===== config.mk =====
export PLATFORM = sky130hd
export DESIGN_NAME = alu_core
export DESIGN_NICKNAME = d
export VERILOG_FILES = /design/src/rtl/alu_core.sv
export SDC_FILE = /design/constraint.sdc
export NUM_CORES = 1
export LEC_CHECK = 0
export CAP_MARGIN = 20
export CORE_MARGIN = 8
export CORE_UTILIZATION = 30
export CTS_CLUSTER_SIZE = 25
export DETAILED_ROUTE_END_ITERATION = 10
export SETUP_SLACK_MARGIN = 0.3
export SLEW_MARGIN = 10
export SYNTH_ARGS = -nofsm -noshare
export SYNTH_HDL_FRONTEND = slang
export SYNTH_SLANG_ARGS = --single-unit
export TNS_END_PERCENT = 20

===== constraint.sdc =====
create_clock -name clk -period 17.9 [get_ports clk]
set_input_delay 1.79 -clock clk [delete_from_list [all_inputs] [get_ports clk]]
set_output_delay 1.79 -clock clk [all_outputs]
set_load 0.05 [all_outputs]

===== src/rtl/alu_core.sv =====
// rtl/alu_core.sv - registered single-cycle ALU with zero, carry and error flags
module alu_core #(
    parameter int WIDTH = 8,
    parameter int OP_W  = 4
) (
    input  logic             clk,
    input  logic             rst,
    input  logic [WIDTH-1:0] a_i,
    input  logic [WIDTH-1:0] b_i,
    input  logic [OP_W-1:0]  op_i,
    output logic [WIDTH-1:0] result_o,
    output logic             zero_o,
    output logic             carry_o,
    output logic             error_o
);

    localparam logic [OP_W-1:0] OP_ADD = 4'h0;
    localparam logic [OP_W-1:0] OP_SUB = 4'h1;
    localparam logic [OP_W-1:0] OP_AND = 4'h2;
    localparam logic [OP_W-1:0] OP_OR  = 4'h3;
    localparam logic [OP_W-1:0] OP_XOR = 4'h4;
    localparam logic [OP_W-1:0] OP_NOT = 4'h5;
    localparam logic [OP_W-1:0] OP_SHL = 4'h6;
    localparam logic [OP_W-1:0] OP_SHR = 4'h7;
    localparam logic [OP_W-1:0] OP_INC = 4'h8;
    localparam logic [OP_W-1:0] OP_DEC = 4'h9;
    localparam logic [OP_W-1:0] OP_MUL = 4'hA;
    localparam logic [OP_W-1:0] OP_DIV = 4'hB;

    localparam logic [WIDTH-1:0] ZERO = '0;
    localparam logic [WIDTH-1:0] ONE  = {{(WIDTH-1){1'b0}}, 1'b1};

    logic [WIDTH-1:0]   result_q, result_d;
    logic               zero_q, zero_d;
    logic               carry_q, carry_d;
    logic               error_q, error_d;

    logic [WIDTH:0]     sum_w;
    logic [WIDTH:0]     inc_w;
    logic [2*WIDTH-1:0] prod_w;
    logic [WIDTH-1:0]   divisor_w;
    logic [WIDTH-1:0]   res_w;
    logic               cy_w;
    logic               err_w;

    always_comb begin
        sum_w     = {1'b0, a_i} + {1'b0, b_i};
        inc_w     = {1'b0, a_i} + {1'b0, ONE};
        prod_w    = {{WIDTH{1'b0}}, a_i} * {{WIDTH{1'b0}}, b_i};
        // Keeps the divider free of a zero divisor; the b==0 case is flagged as an error anyway.
        divisor_w = (b_i == ZERO) ? ONE : b_i;

        res_w = ZERO;
        cy_w  = 1'b0;
        err_w = 1'b0;
        case (op_i)
            OP_ADD: begin res_w = sum_w[WIDTH-1:0]; cy_w = sum_w[WIDTH]; end
            OP_SUB: begin res_w = a_i - b_i; cy_w = (a_i < b_i); end
            OP_AND: res_w = a_i & b_i;
            OP_OR:  res_w = a_i | b_i;
            OP_XOR: res_w = a_i ^ b_i;
            OP_NOT: res_w = ~a_i;
            OP_SHL: begin res_w = {a_i[WIDTH-2:0], 1'b0}; cy_w = a_i[WIDTH-1]; end
            OP_SHR: begin res_w = {1'b0, a_i[WIDTH-1:1]}; cy_w = a_i[0]; end
            OP_INC: begin res_w = inc_w[WIDTH-1:0]; cy_w = inc_w[WIDTH]; end
            OP_DEC: begin res_w = a_i - ONE; cy_w = (a_i == ZERO); end
            OP_MUL: begin res_w = prod_w[WIDTH-1:0]; cy_w = |prod_w[2*WIDTH-1:WIDTH]; end
            OP_DIV: begin res_w = a_i / divisor_w; err_w = (b_i == ZERO); end
            default: err_w = 1'b1;
        endcase

        if (err_w) begin
            result_d = ZERO;
            carry_d  = 1'b0;
            zero_d   = 1'b0;
            error_d  = 1'b1;
        end else begin
            result_d = res_w;
            carry_d  = cy_w;
            zero_d   = (res_w == ZERO);
            error_d  = 1'b0;
        end
    end

    always_ff @(posedge clk) begin
        if (rst) begin
            result_q <= ZERO;
            zero_q   <= 1'b0;
            carry_q  <= 1'b0;
            error_q  <= 1'b0;
        end else begin
            result_q <= result_d;
            zero_q   <= zero_d;
            carry_q  <= carry_d;
            error_q  <= error_d;
        end
    end

    assign result_o = result_q;
    assign zero_o   = zero_q;
    assign carry_o  = carry_q;
    assign error_o  = error_q;

endmodule


==> metrics.md <==
| Metric | Value |
|---|---|
| Run status | completed |
| First-pass GRT wire length | 29.3 mm |
| CP bufs+invs | 3 |
| Slew @ Worst Pin | 0.999 ns |
| Post-synth top area cell | ha_1 |
| RD Place Congestion | 0.941 |
| Routed WL | 18.4 mm |
| Async SR Flop Fraction | 0 |
| Hold Crit Class | in2reg |
| Clk root buf | clkbuf_16 |
| Drt pass-1 iters | 5 |
| Number of global-route vias before repair | 5565 |
| Sequential cell area | 220 um2 |
| Setup TNS | 0 ns |
| Seq cells post-synth | 11 |
| Power per cell area | 58.7 mW/mm2 |
| Initial DRC count | 370 |
| Register area share after synthesis | 0.0378 |
| Largest net degree at the start of global routing | 35 |
| Setup slack after placement | 3.79 ns |
| Mean Syn Cell Area | 7.75 um2 |
| Tmin final | 14.03 ns |
| Post-synth EDFFs | 0 |
| CP endpoint kind | flip-flop |
| Sw Ratio | 0.515 |
| Vias post-DR | 5738 |
| Data arrival time of the critical path | 14.20 ns |
| Internal | 0.185 mW |
| CP peak stage delay | 0.69 ns |
| Row Count | 51 |
| Crit-path slowest cell | clkdlybuf4s50_1 |
| Synth top area share | 0.215 |
| Sinks on Clock Net | 11 |
| Seq pwr share | 0.071 |
| Initial antenna violation count | 0 |
| Final Worst Setup Slack | 3.87 ns |
| Die Width | 155 um |
| CORE AREA | 0.0193 mm2 |
| Post-DP HPWL | 14.4 mm |
| Post-CTS Hold Fix Bufs | 0 |
| Worst vdd ir | 0.0000356 V |
| Filler Cells Inserted | 2101 |
| Fin crit share | 0.784 |
| DRC violations left | 0 |
| Worst Path Required | 18.07 ns |
| Final setup viols | 0 |
| Drt wl/cell | 17.8 um |
| Comb pwr share | 0.825 |
| Crit-path leading delay family | compound AO/OA/AOI/OAI gates |
| Layout cells sized above 1 | 0.0692 |
| Leak | 2.88 nW |
| Clock transition at the registers of the reported paths | 0.04 ns |
| IO Port Bufs | 32 |
| CTS buffer count | 3 |
| GR Util All Layers | 0.150 |
| Synthesized instance count | 751 |
| Area occupied by multi-input gates | 0.00512 mm2 |
| Antenna Violating Nets Remaining | 0 |
| Area Overhead vs Synth | 11.3% |
| Unrepaired setup endpoints after global routing | false |
| Htree depth | 1 |
| FMAX | 71.3 MHz |
| Die H | 155 um |
| Initial Utilization | 0.302 |
| Boundary Pins | 33 |
| Buffer count from post-CTS setup fixing | 0 |
| Yosys Warn Count | 0 |
| Cell Area, Synth | 0.00582 mm2 |
| Rel. slew slack | 0.325 |
| Max cap viols | 0 |
| Synth top area cells | ha_1, fa_1, nor2_1 |
| Post-CTS Resized | 0 |
| Max Slew Vio Count | 0 |
| CP Class | in2reg |
| Grt total ovfl | 0 |
| Worst setup SP type | input port |
| Mapped Nets | 911 |
| Clock Power Share | 0.104 |
| CTS tree | built |
| Vias per std cell | 5.57 |
| N_diodes | 0 |
| CP Max Fanout | 10 |
| P_sw | 0.196 mW |
| Cell mode on critical path | ha_1 |
| Fin. Hold Viols | 0 |
| Top_reg_cell synth | dfxtp_1 |
| Final #Nets | 927 |
| Clock Path Buffers | 2 |
| Synth unique cells | 84 |
| Total die area | 0.0241 mm2 |
-- worst paths after layout --
check | start | end | slack [ns] | cells after the start
max | b_i[7] | zero_o | 3.87 | 50
min | rst | error_o | 2.15 | 2
-- per-stage QoR --
stage | instance area (um2) | power, mW | std cells | util | hold WS [ns]
3_5_place_dp | 6400 | 0.336 | 1027 | 0.332 | 2.40
2_1_floorplan | 5820 | 0.261 | 751 | - | 1.86
4_1_cts | 6480 | 0.379 | 1031 | 0.336 | 2.16
6_report | 6480 | 0.380 | 1031 | 0.336 | 2.15
3_3_place_gp | 6400 | 0.335 | 1027 | 0.332 | 2.39
5_1_grt | 6480 | 0.422 | 1031 | 0.336 | 2.19
-- final cells by class --
cell class	instances	area share
flip-flops and latches	11	0.0340
well taps	265	0.0512
clock buffers	3	0.0116
clock inverters	1	0.000773
multi-input cells	620	0.790
inverters	90	0.0522
repair buffers	41	0.0599
-- power by group through the flow --
stage                     clock (mW)  combinational [mW]  sequential, mW
after global routing          0.0414               0.353          0.0270
after CTS                     0.0408               0.311          0.0269
after floorplan                    0               0.227          0.0340
after detailed placement           0               0.308          0.0273
after global placement             0               0.307          0.0273
final                         0.0396               0.314          0.0269
-- flip-flops by register name, indices dropped and copies added (netlist names) --
| name | cells |
|---|---|
| carry_o | 1 |
| error_o | 1 |
| result_o | 8 |
| zero_o | 1 |
-- layout by cell type (no fill, tap or decap), types with 9 or more instances in the layout --
cell / Yosys / layout
and3_1: 10 / 10
nand3_1: 19 / 19
ha_1: 100 / 100
buf_4: 0 / 9
o21a_1: 14 / 14
nand2_1: 39 / 39
fa_1: 38 / 38
xnor2_1: 11 / 11
or4_1: 10 / 10
inv_1: 77 / 77
mux2i_1: 11 / 11
clkinv_1: 11 / 11
xor2_1: 9 / 9
mux2_2: 12 / 12
nor2_1: 83 / 83
a21oi_1: 42 / 42
clkdlybuf4s50_1: 0 / 32
o21ai_0: 27 / 27
nor3_1: 26 / 26
dfxtp_1: 11 / 11
-- cell usage after synthesis (7+ instances only) --
master    instances
ha_1            100
and3_1           10
nand3_1          19
a21oi_1          42
inv_1            77
a31oi_1           7
or3_1             7
dfxtp_1          11
o21a_1           14
nor2_1           83
clkbuf_1         16
nor4_1            8
a21o_1            7
nor2b_1           8
o21ai_0          27
fa_1             38
mux2_2           12
xnor2_1          11
xor2_1            9
nand2_1          39
clkinv_1         11
o211ai_1          8
nor3_1           26
mux2i_1          11
buf_2            10
or4_1            10
-- layer usage --
| layer | global-route usage | part of all wire | routed length [um] | vias up |
|---|---|---|---|---|
| met2 | 0.241 | 0.43 | 7980 | 250 |
| met1 | 0.200 | 0.45 | 8230 | 2709 |
| met4 | 0.0605 | 0.039 | 711 | 0 |
| met3 | 0.0180 | 0.079 | 1450 | 50 |
| met5 | 0 | 0 | 0 | - |
| li1 | - | - | - | 2729 |
-- cells by family (layout without fill, tap and decap cells) --
| kind of cell | Yosys count | count (layout) | share of synthesized area |
|---|---|---|---|
| xor gates and xnor gates | 20 | 20 | 0.0301 |
| and+or+nand+nor | 256 | 256 | 0.229 |
| muxes | 27 | 27 | 0.0551 |
| DFF | 11 | 11 | 0.0378 |
| buffers and inverters | 120 | 135 | 0.0822 |
| AOI/OAI and AO/OA | 179 | 179 | 0.220 |
| adders and majority gates | 138 | 138 | 0.346 |
Power figures use the tool's default switching activity.
